==> src/rtl/apb_crc_engine.sv <==
// APB slave CRC accelerator: byte FIFO feeding a bit-serial, MSB-first CRC engine.
// Parameterised width, polynomial, init and output XOR; wait states on full FIFO or busy CRC read.
module apb_crc_engine #(
    parameter int unsigned CRC_W      = 8,
    parameter logic [31:0] POLY       = 32'h07,
    parameter logic [31:0] INIT       = 32'h0,
    parameter logic [31:0] XOR_OUT    = 32'h0,
    parameter int unsigned FIFO_DEPTH = 4
) (
    input  logic        p_clk_i,
    input  logic        p_rstn_i,
    input  logic        p_sel_i,
    input  logic        p_enable_i,
    input  logic        p_we_i,
    input  logic [31:0] p_adr_i,
    input  logic [31:0] p_dat_i,
    output logic [31:0] p_dat_o,
    output logic        p_ready,
    output logic        p_slverr
);

    localparam int unsigned PTR_W = (FIFO_DEPTH > 1) ? $clog2(FIFO_DEPTH) : 1;
    localparam int unsigned CNT_W = PTR_W + 1;

    localparam logic [CRC_W-1:0] POLY_W = POLY[CRC_W-1:0];
    localparam logic [CRC_W-1:0] INIT_W = INIT[CRC_W-1:0];
    localparam logic [CRC_W-1:0] XOR_W  = XOR_OUT[CRC_W-1:0];

    localparam logic [3:0] ADR_DATA = 4'h0;
    localparam logic [3:0] ADR_CRC  = 4'h4;
    localparam logic [3:0] ADR_STAT = 4'h8;
    localparam logic [3:0] ADR_CTRL = 4'hC;

    typedef enum logic {
        S_IDLE,
        S_SHIFT
    } state_e;

    state_e               state_q, state_d;
    logic [2:0]           cnt_q, cnt_d;
    logic [7:0]           shift_q, shift_d;
    logic [CRC_W-1:0]     crc_q, crc_d;
    logic [PTR_W-1:0]     wr_ptr_q, wr_ptr_d;
    logic [PTR_W-1:0]     rd_ptr_q, rd_ptr_d;
    logic [CNT_W-1:0]     count_q, count_d;
    logic                 full_q, full_d;
    logic [7:0]           mem_q [FIFO_DEPTH];

    logic                 access;
    logic                 push;
    logic                 pop;
    logic                 clear;
    logic                 busy;
    logic                 fifo_empty;
    logic                 fb;
    logic [CRC_W-1:0]     crc_out;
    logic [31:0]          status;
    logic                 unused_bits;

    assign unused_bits = ^{p_adr_i[31:4], p_dat_i[31:8]};

    assign access     = p_sel_i & p_enable_i;
    assign fifo_empty = (count_q == '0);
    assign busy       = !fifo_empty || (state_q != S_IDLE);
    assign crc_out    = crc_q ^ XOR_W;
    assign status     = {16'h0, 8'(count_q), 5'h0, fifo_empty, full_q, busy};
    assign pop        = (state_q == S_IDLE) && !fifo_empty && !clear;

    // APB decode: completion, error response, read mux and side-effect strobes
    always_comb begin
        p_ready  = 1'b0;
        p_slverr = 1'b0;
        p_dat_o  = '0;
        push     = 1'b0;
        clear    = 1'b0;
        if (access) begin
            p_ready = 1'b1;
            case (p_adr_i[3:0])
                ADR_DATA: begin
                    if (p_we_i) begin
                        p_ready = !full_q;
                        push    = !full_q;
                    end else begin
                        p_slverr = 1'b1;
                    end
                end
                ADR_CRC: begin
                    if (!p_we_i) begin
                        p_ready = !busy;
                        if (!busy) p_dat_o = 32'(crc_out);
                    end else begin
                        p_slverr = 1'b1;
                    end
                end
                ADR_STAT: begin
                    if (!p_we_i) p_dat_o = status;
                    else         p_slverr = 1'b1;
                end
                ADR_CTRL: begin
                    if (p_we_i) clear = p_dat_i[0];
                    else        p_slverr = 1'b1;
                end
                default: p_slverr = 1'b1;
            endcase
        end
    end

    // Engine state register and datapath flops
    always_ff @(posedge p_clk_i or negedge p_rstn_i) begin
        if (!p_rstn_i) begin
            state_q  <= S_IDLE;
            cnt_q    <= '0;
            shift_q  <= '0;
            crc_q    <= INIT_W;
            wr_ptr_q <= '0;
            rd_ptr_q <= '0;
            count_q  <= '0;
            full_q   <= 1'b0;
        end else begin
            state_q  <= state_d;
            cnt_q    <= cnt_d;
            shift_q  <= shift_d;
            crc_q    <= crc_d;
            wr_ptr_q <= wr_ptr_d;
            rd_ptr_q <= rd_ptr_d;
            count_q  <= count_d;
            full_q   <= full_d;
        end
    end

    always_ff @(posedge p_clk_i) begin
        if (push) mem_q[wr_ptr_q] <= p_dat_i[7:0];
    end

    // Engine next state: one load cycle, then eight shift cycles per byte
    always_comb begin
        state_d = state_q;
        cnt_d   = cnt_q;
        if (clear) begin
            state_d = S_IDLE;
            cnt_d   = '0;
        end else begin
            case (state_q)
                S_IDLE: begin
                    if (pop) begin
                        state_d = S_SHIFT;
                        cnt_d   = 3'd7;
                    end
                end
                S_SHIFT: begin
                    if (cnt_q == 3'd0) state_d = S_IDLE;
                    else               cnt_d   = cnt_q - 3'd1;
                end
                default: state_d = S_IDLE;
            endcase
        end
    end

    // Engine outputs: CRC update, shift register and FIFO bookkeeping
    always_comb begin
        crc_d    = crc_q;
        shift_d  = shift_q;
        wr_ptr_d = wr_ptr_q;
        rd_ptr_d = rd_ptr_q;
        count_d  = count_q;
        fb       = 1'b0;
        if (clear) begin
            crc_d    = INIT_W;
            shift_d  = '0;
            wr_ptr_d = '0;
            rd_ptr_d = '0;
            count_d  = '0;
        end else begin
            if (state_q == S_SHIFT) begin
                fb      = crc_q[CRC_W-1] ^ shift_q[7];
                crc_d   = (crc_q << 1) ^ (fb ? POLY_W : '0);
                shift_d = {shift_q[6:0], 1'b0};
            end
            if (pop) begin
                shift_d  = mem_q[rd_ptr_q];
                rd_ptr_d = PTR_W'(rd_ptr_q + 1'b1);
            end
            if (push) wr_ptr_d = PTR_W'(wr_ptr_q + 1'b1);
            case ({push, pop})
                2'b10:   count_d = CNT_W'(count_q + 1'b1);
                2'b01:   count_d = CNT_W'(count_q - 1'b1);
                default: count_d = count_q;
            endcase
        end
        full_d = (count_d == CNT_W'(FIFO_DEPTH));
    end

endmodule

==> config.mk <==
export PLATFORM = sky130hd
export DESIGN_NAME = apb_crc_engine
export DESIGN_NICKNAME = d
export VERILOG_FILES = /design/src/rtl/apb_crc_engine.sv
export SDC_FILE = /design/constraint.sdc
export NUM_CORES = 1
export LEC_CHECK = 0
export ABC_AREA = 1
export CAP_MARGIN = 20
export CORE_ASPECT_RATIO = 1.75
export CORE_MARGIN = 4
export CORE_UTILIZATION = 40
export CTS_BUF_LIST = sky130_fd_sc_hd__clkbuf_16
export DETAILED_ROUTE_END_ITERATION = 10
export PLACE_DENSITY = 0.73
export SLEW_MARGIN = 10
export SYNTH_ARGS = -nofsm -noshare
export SYNTH_HDL_FRONTEND = slang
export SYNTH_SLANG_ARGS = --single-unit
==> constraint.sdc <==
create_clock -name p_clk_i -period 2.16 [get_ports p_clk_i]
set_input_delay 0.324 -clock p_clk_i [delete_from_list [all_inputs] [get_ports p_clk_i]]
set_output_delay 0.324 -clock p_clk_i [all_outputs]
set_load 0.05 [all_outputs]
## Word level (Yosys, flattened, before mapping)

Memories as Yosys holds them, arrays and structs flattened.
Cells that the tools add are included.

| cells by class | value |
|---|---|
| multiplexer cells | 41 |
| bitwise operators | 4 |
| equal/unequal tests | 8 |
| add/subtract/negate cells | 5 |
| reduce and logical (&&, ||, !) cells | 17 |

Operator list:

| operator | number |
|---|---|
| $mux W8 | 7 |
| $mux W32 | 1 |
| $pmux W11 S2 | 1 |
| $mux W1 | 17 |
| $mux W3 | 5 |
| $pmux W3 S2 | 2 |
| $mux W11 | 1 |
| $eq A4 B4 Y1 const B | 2 |
| $mux W2 | 4 |
| $xor A8 B3 Y8 | 1 |
| $logic_not A3 Y1 | 2 |
| $ne A3 B3 Y1 const B | 2 |
| $pmux W1 S2 | 3 |
| $reduce_bool A2 Y1 | 3 |
| $sub A3 B1 Y3 const B | 2 |
| $add A2 B1 Y2 const B | 2 |
| $eq A4 B3 Y1 const B | 1 |
| $logic_not A1 Y1 | 4 |
| $logic_not A4 Y1 | 1 |
| $reduce_or A2 Y1 | 2 |
| $add A3 B1 Y3 const B | 1 |
| $eq A3 B3 Y1 const B | 1 |
| $reduce_bool A3 Y1 | 1 |
| $eq A2 B1 Y1 const B | 1 |
| 7 further kinds | 8 |

| storage, ports and cells | value |
|---|---|
| memories kept | 1 |
| output and inout bits | 34 |
| flip-flop bits (word level) | 28 |
| RAM bits | 32 |

Memory list:

| name | depth | bits a word | rd ports | clocked after Yosys merged registers in | write ports | line | source |
|---|---|---|---|---|---|---|---|
| mem_q | 4 | 8 | 1 | 0 | 1 | 47 | `logic [7:0] mem_q [FIFO_DEPTH];` |

## Logic depth before layout (Yosys ltp)

| logic depth | value |
|---|---|
| depth after elaboration | 9 |
| mapped depth | 15 |

## Least setup slack after synthesis

OpenSTA, ideal clock, no wires.

| path | value |
|---|---|
| kind | register to output |
| start point | register count_q[0] |
| end point | output port p_dat_o[3] |
| data required time | 1836 ps |
| slack | -82 ps |
| cell stages (with the launch flop) | 6 |
| buffers on the path | 0 |
| data arrival time | 1918 ps |
| path through | dfrtp_1 -> nor2_1 -> nand3_2 -> inv_2 -> nand2_1 -> nor3_1 |

| on the way | value |
|---|---|
| word-level cells in the longest chain between the ends | 7 |

RTL lines:

| element | line | source |
|---|---|---|
| start: declaration | 45 | `logic [CNT_W-1:0] count_q, count_d;` |
| start signal: assignment | 126 | `count_q <= count_d;` |
| $logic_not A3 Y1 | 63 | `assign fifo_empty = (count_q == '0);` |
| $logic_not A1 Y1 | 64 | `assign busy = !fifo_empty \|\| (state_q != S_IDLE);` |
| $logic_or A1 B1 Y1 | 64 |  |
| $mux W8 | 90 | `if (!busy) p_dat_o = 32'(crc_out);` |
| $mux W8 | 88 | `if (!p_we_i) begin` |
| $pmux W11 S2 | 78 | `case (p_adr_i[3:0])` |
| $mux W32 | 76 | `if (access) begin` |
| end: declaration | 17 | `output logic [31:0] p_dat_o,` |

No other way between the ends.

## Worst setup path in the final report

| path | value |
|---|---|
| start point | register count_q[2] |
| end point | register full_q |

| on the way | value |
|---|---|
| word-level cells in the longest chain between the ends | 8 |

RTL lines:

| element | line | source |
|---|---|---|
| $logic_not A3 Y1 | 63 |  |
| $logic_not A1 Y1 | 67 | `assign pop = (state_q == S_IDLE) && !fifo_empty && !clear;` |
| $logic_and A1 B1 Y1 (2 in series) | 67 |  |
| $eq A2 B1 Y1 or $eq A2 B2 Y1 (tied branches) | 184 | `case ({push, pop})` |
| $pmux W3 S2 * | 184 |  |
| $mux W3 * | 167 | `if (clear) begin` |
| $eq A3 B3 Y1 * | 190 | `full_d = (count_d == CNT_W'(FIFO_DEPTH));` |
| named net full_d | 46 | `logic full_q, full_d;` |
| end signal: assignment | 127 | `full_q <= full_d;` |
| end: declaration | 46 |  |

The timed path passes the listed nets; every way through them passes the cells marked *.
A chain may end at the register's enable or synchronous reset.

==> flow_summary.toml <==
[run_status]
outcome = "finished, final reports clean"

[global_route]
grt_use_total_pct = 16.3
grt_max_degree = 31
grt_pass1_wl_um = 11700
antenna_found_initial = 0
grt_overflow = 0
grt_pass1_vias = 2586

[synthesis]
syn_area_um2 = 3220
synth_top_area_cell = "edfxtp_1"
synth_edf_count = 32
synth_mux_area_share_pct = 0
synth_top_family_by_area = "simple AND/OR/NAND/NOR gates"
avgSynthCellArea_um2 = 8.68
syn_inst = 371
synth_cell_types = 32
synth_fa_ha_area_share_pct = 3.34
synthFlopType = "edfxtp_1"
netlist_top_cells_area = "edfxtp_1 (30%), dfrtp_1 (22%), nand2_1 (9.1%)"
synth_top_area_share_pct = 29.8
synth_compound_area_share_pct = 5.52
ys_warn_count = 0
async_flop_share_pct = 46.7
yosysSeqAreaShare_pct = 51.6
synthSimpleGateAreaFrac_pct = 24.3
synth_xor_area_share_pct = 0.816
ys_ff_latch = 60

[timing]
fin_crit_sh_pct = 95.8
final-max-slew-violation-count = 0
hold_viol = 0
finalSetupViolCount = 0
holdWs_ns = 0.385
max_freq_mhz = 483
period_needed_ns = 2.07
grt_setup_unrepaired = "yes"
skew_ns = 0.00288

[cts]
clock-sinks = 60
cts_root_buf = "clkbuf_16"
cts_buffers = 9
cts_tree = "built"
htreeDepth = 3
worst_skew_pair.late_latency_ns = 0.32
clk_pin_slew_worst_paths_ns = 0.05
cts_hold_buf = 0
cts_buffer_depth = 2

[final_layout]
final_common_cell = "nand2_1"
fin_area_um2 = 4350
finalNonFillerCells = 539
nNetsFinal = 521
final_layout_size_suffix_gt1_share_pct = 26.1
n_antenna_cell = 0
final_cell_mix = "nand2_1 (73), inv_1 (58), nand3_1 (44)"
area_growth_pct = 35.0

[critical_path]
worstPathCellList = "nor2_4 > nand2_2 > nand2_2 > inv_2 > nand2_2 > inv_1 > ha_4 > fa_2 > nand2_2 > nand2_2 > o21ai_2 > nand3_2 > nor2_2"
cp.arrival_ns = 2.32
required_ns = 2.41
slowest_delay_ns = 0.42
cpMostUsedCell = "nand2_2"
crit_path_end_kind = "register"
worst_path_max_delay_cell = "dfrtp_1"
crit_buf_inv = 2
critPathKind = "reg -> reg"
cp-start-kind = "register"
path_delay_family = "simple AND/OR/NAND/NOR gates"
cp_max_fo = 3

[route]
post_drt_wl_per_cell_um = 13.6
routedLengthMet1_um = 2640
wl_met3_um = 325
dr.pass1.iters = 4
wl_met2_um = 4120
vias = 2640
drt_first_iter_violations = 132
wl_um = 7310
ant_nets = 0
drc = 0
top_layer = "met4"
avgViaCountPerCell = 4.90

[power_and_ir_drop]
ir_drop_mv = 0.750
intPower_mw = 2.97
power.total_mw = 4.76
seqPwrFrac_pct = 34.6
p_comb_share_pct = 38.4
p_sw_mw = 1.80
power_density_nw_per_um2 = 1100
power_leakage_nw = 2.08
swShare_pct = 37.7
clockPowerShare_pct = 27.1

[floorplan]
fp.dieArea_um2 = 9610
dieWidth_um = 75.8
num_rows = 43
io_pins = 103
start_util_pct = 40.7
core_um2 = 7910
die_y_um = 127

[place]
gp_congestion = 0.864
dp_hpwl_um = 5330
dp_cells = 522
numPortBuffers = 29
placed_area_um2 = 3920

[worst_hold_path]
hold_class = "in -> async"

[run]
cap_violations = 0
-- sequential cells by signal, indices dropped and copies added, names as in the netlist --
register,flops
full_q,1
rd_ptr_q,2
shift_q,8
cnt_q,3
mem_q,32
wr_ptr_q,2
state_q,1
count_q,3
crc_out,8
-- power groups by stage --
| stage | Sequential (mW) | Clock (mW) | Combinational, mW |
|---|---|---|---|
| 3_3_place_gp | 1.64 | 0 | 1.60 |
| 6_report | 1.65 | 1.29 | 1.83 |
| 2_1_floorplan | 1.60 | 0 | 1.25 |
| 4_1_cts | 1.64 | 1.31 | 1.72 |
| 5_1_grt | 1.68 | 1.35 | 2.05 |
| 3_5_place_dp | 1.65 | 0 | 1.69 |
-- cells by family after synthesis --
family,count (synthesis)
AO/OA/AOI/OAI,30
XOR/XNOR,3
adder cells (fa/ha/maj),8
buffers and inverters,95
flip-flops,60
other,1
AND/OR/NAND/NOR,174
-- worst register-to-register path: stages, from the launching register on --
cell and delay (ns):
dfrtp_1 0.42, nor2_4 0.14, nand2_2 0.09, nand2_2 0.08, inv_2 0.05, nand2_2 0.07
inv_1 0.07, ha_4 0.17, fa_2 0.41, nand2_2 0.08, nand2_2 0.06, o21ai_2 0.14
nand3_2 0.10, nor2_2 0.13
-- stage by stage --
step / TNS, ns / setup slack (ns) / utilization [%]
floorplan: -0.409 / -0.0818 / -
global placement: -0.730 / -0.287 / 49.6
detailed placement: -1.02 / -0.403 / 49.6
CTS: 0 / 0.00589 / 53.3
global route: -0.0415 / -0.0415 / 55.0
finish: 0 / 0.0898 / 55.0
-- worst paths after layout --
path | to | from | slack (ns) | cells past startpoint
max in group asynchronous | wr_ptr_q[0] | p_rstn_i | 1.50 | 2
setup reg to reg | full_q | count_q[2] | 0.09 | 13
min in group p_clk_i | shift_q[4] | shift_q[4] | 0.52 | 2
hold reg to reg | shift_q[4] | shift_q[4] | 0.52 | 2
setup / recovery | full_q | count_q[2] | 0.09 | 13
hold / removal | crc_out[5] | p_rstn_i | 0.39 | 2
-- what timing repair did --
item	4_1_cts	5_1_grt
gates resized for setup	7	33
setup buffers	0	1
pin swaps	2	11
endpoints found under the setup margin	7	14
cloned	0	0
-- synthesized netlist by cell type, types with 2 or more instances --
library cell  instances
nand2_4               2
xor2_1                2
o22ai_1               5
o21ai_0              12
inv_1                59
a21oi_1               7
ha_1                  7
nand2_2               3
or2_0                 5
edfxtp_1             32
nor3_1                8
a21oi_2               5
nor2_1               23
buf_4                22
nand2_1              78
buf_6                 2
nor2_2                3
nand3_1              47
buf_2                 5
dfrtp_1              28
inv_2                 5
-- per-layer routing --
metal | vias up | GRT usage [%]
li1 | 1290 | -
met1 | 1249 | 17.5
met2 | 87 | 28.8
met3 | 14 | 2.54
met4 | 0 | 9.17
met5 | - | 0
-- final cells by class --
| cell class | count | area [um^2] |
|---|---|---|
| fillers | 651 | 3560 |
| flip-flops and latches | 60 | 1660 |
| multi-input cells | 236 | 1290 |
| repair buffers | 71 | 752 |
| inverters | 66 | 249 |
| clock buffers | 9 | 225 |
| well taps | 90 | 113 |
| clock inverters | 7 | 53.8 |
(Power assumes the default switching activity.)
